### config.mk
export PLATFORM = sky130hd
export DESIGN_NAME = reorder_buffer
export DESIGN_NICKNAME = d
export VERILOG_FILES = /design/src/rtl/reorder_buffer.sv
export SDC_FILE = /design/constraint.sdc
export NUM_CORES = 1
export LEC_CHECK = 0
export ABC_AREA = 1
export BUFFER_PORTS_ARGS = -buffer_cell sky130_fd_sc_hd__buf_2
export CAP_MARGIN = 10
export CORE_MARGIN = 4
export CORE_UTILIZATION = 56
export CTS_BUF_LIST = sky130_fd_sc_hd__clkbuf_16
export DETAILED_ROUTE_END_ITERATION = 8
export PLACE_DENSITY = 0.75
export SLEW_MARGIN = 10
export SYNTH_ARGS = -nofsm -noshare
export SYNTH_HDL_FRONTEND = slang
export SYNTH_SLANG_ARGS = --single-unit
### constraint.sdc
create_clock -name clk_in -period 40.7 [get_ports clk_in]
set_clock_uncertainty 0.05 [all_clocks]
set_input_delay 4.07 -clock clk_in [delete_from_list [all_inputs] [get_ports clk_in]]
set_output_delay 4.07 -clock clk_in [all_outputs]
set_load 0.01 [all_outputs]
### src/rtl/reorder_buffer.sv
// reorder_buffer: circular in-order reorder buffer for the Tomasulo core.
// Entries are allocated at the tail, filled out of order from the CDB, and
// retired one per cycle from the head. A mispredicted BRANCH/JALR at commit
// raises a flush pulse and empties the buffer.
// Optional feature macro: ROB_CDB_BYPASS_EN forwards a same-cycle CDB result
// into the operand queries.
module reorder_buffer #(
  parameter int RoB_WIDTH = 2,
  parameter int RoB_SIZE  = 1 << RoB_WIDTH,
  parameter int NON_DEP   = 1 << RoB_WIDTH
) (
  input  logic                 clk_in,
  input  logic                 rst_in,
  input  logic                 rdy_in,
  input  logic                 alloc_en,
  input  logic [1:0]           alloc_type,
  input  logic [4:0]           alloc_rd,
  input  logic [31:0]          alloc_pc,
  input  logic [31:0]          alloc_pred_pc,
  output logic [RoB_WIDTH-1:0] alloc_index,
  input  logic                 CDB_update_en,
  input  logic [RoB_WIDTH-1:0] CDB_update_index,
  input  logic [31:0]          CDB_update_data,
  input  logic [RoB_WIDTH-1:0] query_j_index,
  output logic                 query_j_ready,
  output logic [31:0]          query_j_data,
  input  logic [RoB_WIDTH-1:0] query_k_index,
  output logic                 query_k_ready,
  output logic [31:0]          query_k_data,
  output logic                 commit_en,
  output logic [4:0]           commit_rd,
  output logic [31:0]          commit_data,
  output logic [RoB_WIDTH-1:0] commit_robEntry,
  output logic                 flush_signal,
  output logic [31:0]          flush_pc,
  output logic                 isFull,
  output logic                 isEmpty
);

  typedef enum logic [1:0] {
    TYPE_ALU     = 2'd0,
    TYPE_BRANCH  = 2'd1,
    TYPE_JALR    = 2'd2,
    TYPE_ALU_ALT = 2'd3
  } rob_type_e;

  // NON_DEP equals the entry count, which is also the occupancy of a full buffer.
  localparam logic [RoB_WIDTH:0]   FULL_COUNT = NON_DEP[RoB_WIDTH:0];
  localparam logic [RoB_WIDTH:0]   CNT_ONE    = 1;
  localparam logic [RoB_WIDTH-1:0] PTR_ONE    = 1;

  logic [RoB_SIZE-1:0] busy;
  logic [RoB_SIZE-1:0] ready;
  rob_type_e           etype  [RoB_SIZE];
  logic [4:0]          erd    [RoB_SIZE];
  logic [31:0]         evalue [RoB_SIZE];
  logic [31:0]         epc    [RoB_SIZE];
  logic [31:0]         epred  [RoB_SIZE];

  logic [RoB_WIDTH-1:0] head;
  logic [RoB_WIDTH-1:0] tail;
  logic [RoB_WIDTH:0]   count;

  logic        do_alloc;
  logic        do_cdb;
  logic        do_commit;
  logic        do_flush;
  rob_type_e   head_type;
  logic [4:0]  commit_rd_next;
  logic [31:0] commit_data_next;

  assign alloc_index = tail;
  assign isFull      = (count == FULL_COUNT);
  assign isEmpty     = (count == '0);

  // Per-cycle decisions from registered state; rdy_in gating happens at the edge.
  always_comb begin
    head_type        = etype[head];
    do_commit        = busy[head] && ready[head];
    do_flush         = do_commit && (head_type == TYPE_BRANCH || head_type == TYPE_JALR)
                       && (evalue[head] != epred[head]);
    do_alloc         = alloc_en && !isFull && !flush_signal;
    do_cdb           = CDB_update_en && busy[CDB_update_index] && !flush_signal;
    commit_rd_next   = erd[head];
    commit_data_next = evalue[head];
    case (head_type)
      TYPE_BRANCH: commit_rd_next   = '0;
      TYPE_JALR:   commit_data_next = epc[head] + 32'd4;
      default:     ;
    endcase
  end

  // Operand lookups for the dispatcher.
  always_comb begin
    query_j_ready = busy[query_j_index] && ready[query_j_index];
    query_j_data  = query_j_ready ? evalue[query_j_index] : '0;
    query_k_ready = busy[query_k_index] && ready[query_k_index];
    query_k_data  = query_k_ready ? evalue[query_k_index] : '0;
`ifdef ROB_CDB_BYPASS_EN
    if (CDB_update_en && !flush_signal && (CDB_update_index == query_j_index)) begin
      query_j_ready = 1'b1;
      query_j_data  = CDB_update_data;
    end
    if (CDB_update_en && !flush_signal && (CDB_update_index == query_k_index)) begin
      query_k_ready = 1'b1;
      query_k_data  = CDB_update_data;
    end
`endif
  end

  // Entry storage, pointers, occupancy and registered commit/flush outputs.
  // Commit is applied after the CDB write so a CDB hit on the retiring head
  // leaves that slot cleared.
  always_ff @(posedge clk_in or posedge rst_in) begin
    if (rst_in) begin
      busy            <= '0;
      ready           <= '0;
      for (int unsigned i = 0; i < RoB_SIZE; i++) begin
        etype[i]  <= TYPE_ALU;
        erd[i]    <= '0;
        evalue[i] <= '0;
        epc[i]    <= '0;
        epred[i]  <= '0;
      end
      head            <= '0;
      tail            <= '0;
      count           <= '0;
      commit_en       <= 1'b0;
      commit_rd       <= '0;
      commit_data     <= '0;
      commit_robEntry <= '0;
      flush_signal    <= 1'b0;
      flush_pc        <= '0;
    end else begin
      commit_en    <= 1'b0;
      flush_signal <= 1'b0;
      if (rdy_in) begin
        if (do_commit) begin
          commit_en       <= 1'b1;
          commit_rd       <= commit_rd_next;
          commit_data     <= commit_data_next;
          commit_robEntry <= head;
        end
        if (do_flush) begin
          flush_signal <= 1'b1;
          flush_pc     <= evalue[head];
          busy         <= '0;
          ready        <= '0;
          head         <= '0;
          tail         <= '0;
          count        <= '0;
        end else begin
          if (do_cdb) begin
            evalue[CDB_update_index] <= CDB_update_data;
            ready[CDB_update_index]  <= 1'b1;
          end
          if (do_alloc) begin
            busy[tail]  <= 1'b1;
            ready[tail] <= 1'b0;
            etype[tail] <= rob_type_e'(alloc_type);
            erd[tail]   <= alloc_rd;
            epc[tail]   <= alloc_pc;
            epred[tail] <= alloc_pred_pc;
            tail        <= tail + PTR_ONE;
          end
          if (do_commit) begin
            busy[head]  <= 1'b0;
            ready[head] <= 1'b0;
            head        <= head + PTR_ONE;
          end
          if (do_alloc && !do_commit) begin
            count <= count + CNT_ONE;
          end else if (!do_alloc && do_commit) begin
            count <= count - CNT_ONE;
          end
        end
      end
    end
  end

endmodule

# After elaboration in Yosys (flattened, before gate mapping)
# Cells that the tools add are included.
dict set report totals {
  rom_bits 0
  n_memories 0
  latchBits 0
  in_bits 114
  regBits 500
  elab_cells 182
  ram_bits 0
}
dict set report classes {
  n_addsub 5
  n_bitwise 13
  order_cmp 15
  n_mux 82
  shifts 0
  n_reduce_logical 32
  div_mod_pow 0
  n_eq_ne 4
  mul 0
}
# cell count
set ops {}
lappend ops {{32-bit two-way mux} 15}
lappend ops {{128-bit bitwise mux} 3}
lappend ops {{32-bit binary-select mux with 2-bit select} 5}
lappend ops {{32-bit demux with 2-bit select} 2}
lappend ops {{4-bit two-way mux} 13}
lappend ops {{32-bit by 3-bit adder with 32-bit output (second input constant)} 1}
lappend ops {{32-bit != test} 1}
lappend ops {{20-bit bitwise mux} 1}
lappend ops {{5-bit two-way mux} 4}
lappend ops {{1-bit logical AND} 16}
lappend ops {{3-bit greater-or-equal comparator (second input constant)} 5}
lappend ops {{2-bit by 3-bit less-than comparator with 1-bit output (second input constant)} 5}
lappend ops {{2-bit NOT with 3-bit output} 5}
lappend ops {{1-bit binary-select mux with 2-bit select} 7}
lappend ops {{1-bit two-way mux} 14}
lappend ops {{2-bit two-way mux} 7}
lappend ops {{4-bit AND} 3}
lappend ops {{5-bit binary-select mux with 2-bit select} 1}
lappend ops {{5-bit demux with 2-bit select} 1}
lappend ops {{2-bit AND reduction} 5}
lappend ops {{3-bit two-way mux} 3}
lappend ops {{8-bit bitwise mux} 1}
lappend ops {{4-bit NOT} 2}
lappend ops {{4-bit bitwise OR} 2}
lappend ops {{other kinds (18)} 29}

# Longest topological paths before layout
dict set report depth {
  depth_word 17
  depth_mapped 21
  mapped_depth_nobuf 17
}

# Worst setup path after synthesis
# OpenSTA, ideal clock, no wires.
dict set report synth_timing {
  path_kind {in2out}
  from {input port query_j_index[1]}
  to {output port query_j_data[22]}
  path_slack_ns 31.357
  t_arrival_ns 5.223
  stages 6
  path_buffers 2
  cell_sequence {clkbuf_1 > clkinv_1 > o211ai_1 > nand2_1 > clkbuf_1 > a221oi_1}
}
dict set report synth_between {
  elab_chain_cells 5
  word_cells_on_any_way 10
}
# element line_no
set synth_rtl {}
lappend synth_rtl {{start, declared} 24} ;# input logic [RoB_WIDTH-1:0] query_j_index,
lappend synth_rtl {{2-bit NOT with 3-bit output (implied by the code)} 96} ;# query_j_data = query_j_ready ? evalue[query_j_index] : '0;
lappend synth_rtl {{32-bit binary-select mux with 2-bit select} 96}
lappend synth_rtl {{32-bit two-way mux (implied by the code) (2 in series)} 96}
lappend synth_rtl {{32-bit two-way mux *} 96}
lappend synth_rtl {{end, declared} 26} ;# output logic [31:0] query_j_data,
# Every way passes the cells marked *; elsewhere a longest branch is shown, timed or not. The select of a mux whose other input is x is not followed.

# Worst setup path after layout
dict set report layout_timing {
  from {input port query_k_index[0]}
  to {output port query_k_data[26]}
}
dict set report layout_between {
  elab_chain_cells 5
  word_cells_on_any_way 10
}
# element line_no
set layout_rtl {}
lappend layout_rtl {{start, declared} 27} ;# input logic [RoB_WIDTH-1:0] query_k_index,
lappend layout_rtl {{2-bit NOT with 3-bit output (implied by the code)} 98} ;# query_k_data = query_k_ready ? evalue[query_k_index] : '0;
lappend layout_rtl {{32-bit binary-select mux with 2-bit select} 98}
lappend layout_rtl {{32-bit two-way mux (implied by the code) (2 in series)} 98}
lappend layout_rtl {{32-bit two-way mux *} 98}
lappend layout_rtl {{end, declared} 29} ;# output logic [31:0] query_k_data,
# Marked as above.

==> results.json <==
{
  "status": "finished, final reports clean",
  "p_leak_uw": 0.0160,
  "fp.dieW_um": 232,
  "cts_setup_buffers": 0,
  "syn_to_final_growth_pct": 9.33,
  "synth_edf_count": 0,
  "worstPathRequired_ps": 36580,
  "syn_area_per_cell_sq_um": 7.23,
  "vias": 28800,
  "grt-ovfl-total": 0,
  "max_cap_viol_count": 0,
  "nets": 4053,
  "synth_warnings": 0,
  "p_total_uw": 2490,
  "synth_top_area_share_pct": 44.5,
  "rr_endpoint": "epc[30]$_DFFE_PP0P_",
  "power.density_mw_per_mm2": 81.0,
  "rsz0062_at_grt": "no",
  "slew_headroom_pct": 21.0,
  "critPathMaxFanout": 68,
  "postRouteAntennaNets": 0,
  "worst-endpoint-arrival_ps": 7190,
  "irDropWorstVdd_v": 0.0000485,
  "worst-setup-path-type": "primary input to output pin",
  "clk_latency_ps": 620,
  "async_flop_share_pct": 100,
  "dieArea_sq_mm": 0.0539,
  "die_height_um": 232,
  "cts_tree": "yes",
  "pin_count": 257,
  "seq_area_frac_synth_pct": 44.5,
  "htree_levels": 2,
  "holdBufCountCts": 0,
  "min_path_cells": 2,
  "yosys-top-cells-area": "dfrtp_1 (44%), nand2_1 (24%), nand4_1 (9.4%)",
  "period_minus_slack_ps": 11310,
  "grt_max_degree": 236,
  "drt-total-wl_um": 98500,
  "reg2reg_setup_slack_ps": 33300,
  "grt_pass1_vias": 26500,
  "cts.clk_slew.worst_paths_ps": 60,
  "yosysTopAreaCell": "dfrtp_1",
  "synth_commonest_cells": "nand2_1 (1817), dfrtp_1 (500), nand4_1 (423)",
  "grt_util_all_layers_pct": 35.8,
  "yosysMostFrequentCell": "nand2_1",
  "first_pass_iters": 6,
  "final_cells": 4644,
  "crit_path_end_kind": "output pin",
  "antenna_found_initial": 16,
  "critPathLaunchType": "primary input",
  "grt_pass1_wl_um": 153000,
  "syn-cell-area_sq_mm": 0.0281,
  "ys.flop_type": "dfrtp_1",
  "drc_errors": 0,
  "fin_crit_sh_pct": 27.8,
  "hold_viol_final": 0,
  "finalSetupViolations": 0,
  "worst_pin_slew_ps": 1190,
  "hpwl_um": 59400,
  "cts_root_buf": "clkbuf_16",
  "hold_start": "erd[6]$_DFFE_PP0P_",
  "synth_cells": 3893,
  "cts_buffers": 54,
  "cts_resized": 0,
  "drt_iter0_drc": 4019,
  "initial_utilization_pct": 57.1,
  "clock_path_buffers": 3,
  "fin_ws_ps": 29390,
  "synth_fp_nets": 4019,
  "viasPerCell": 6.21,
  "finalMaxSlewViolations": 0,
  "synth.distinct_cells": 43,
  "port_buffers": 256,
  "core-area_sq_mm": 0.0493,
  "clock.fmax_mhz": 88.4,
  "r2r_start": "head[1]$_DFFE_PP0P_",
  "wl_per_cell_um": 21.2,
  "drive_gt1_share_pct": 10.6,
  "reg2reg_depth": 17,
  "ys_ff_latch": 500,
  "hold_end": "erd[6]$_DFFE_PP0P_",
  "post-place-ws_ps": 29460,
  "clock-sinks": 500,
  "gp_congestion": 0.938,
  "tns_ps": 0,
  "hold_class": "flop to flop",
  "rows": 81,
  "place_inst": 4535
}
state kept, by name, summed over array words and instances, names as in the netlist, 5 cells and up:
name	flops
flush_pc	32
epred	128
commit_data	32
evalue	128
erd	20
epc	128
etype	8
commit_rd	5
where the power goes:
group | total [uW] | internal (uW) | switching, uW
combinational | 1110 | 318 | 795
sequential | 880 | 702 | 178
clock | 499 | 289 | 210
kinds of logic after synthesis:
| logic type | synth area share (%) |
|---|---|
| simple gates | 39.6 |
| buf+inv | 7.34 |
| fa+ha+maj | 0.560 |
| compound gates | 7.81 |
| xor+xnor | 0.187 |
| flops | 44.5 |
worst max-delay path: stages:
cell and delay, ps:
buf_2 80, buf_4 580, inv_2 650, o211ai_1 370, nand2_1 450, buf_4 410
a221oi_1 350, buf_2 210
cells in the final DEF (no fill, tap or decap), types with 3 or more instances in the layout:
cell type   instances
ha_1               11
dfrtp_1           498
a221oi_1           64
clkinv_2           14
diode_2            11
clkinvlp_4          3
inv_1              87
nor2_2              6
bufinv_16           7
nand4_1           423
nand2_1          1817
a32oi_1             3
a2bb2oi_1           8
nor3_1              5
nand3_2             9
clkbuf_16          55
clkinv_1           15
nand3b_1            7
o221ai_1            3
inv_6               3
a21oi_1           163
xor2_1              4
o22ai_1            12
nor2_1             86
inv_2              11
o211ai_1            7
or2_2               5
buf_4              40
buf_2             255
o21ai_0            99
nand3_1           218
routing by layer:
layer | GRT usage, % | wire length [um] | vias to the layer above
li1 | - | - | 13200
met1 | 49.9 | 39300 | 13700
met2 | 54.0 | 43900 | 1688
met3 | 7.45 | 10900 | 244
met4 | 16.2 | 4320 | 8
met5 | 0 | 50 | -
worst max path at each step:
stage | from | endpoint | slack, ps
2_1_floorplan | rst_in | alloc_index[0]$_DFFE_PP0P_ | 22620
3_3_place_gp | query_j_index[1] | query_j_data[27] | 29500
3_5_place_dp | query_k_index[0] | query_k_data[26] | 29460
4_1_cts | query_k_index[0] | query_k_data[26] | 29460
5_1_grt | query_k_index[0] | query_k_data[29] | 29160
6_report | query_k_index[0] | query_k_data[26] | 29390
area by class of cell:
type                    count  area, sq um
fillers                  4532        18500
multi-input cells        2974        13600
flip-flops and latches    500        12500
repair buffers            297         1610
clock buffers              55         1380
well taps                 664          831
inverters                 100          390
clock inverters            43          389
diodes                     11         27.5
per-stage QoR:
step	hold slack [ps]	area, sq um	utilization [%]
floorplan	387	28100	-
CTS	418	30700	62.4
finish	415	30800	62.4
detailed placement	403	29000	58.8
global route	429	30700	62.4
global placement	399	29000	58.8
Power figures use the tool's default switching activity.
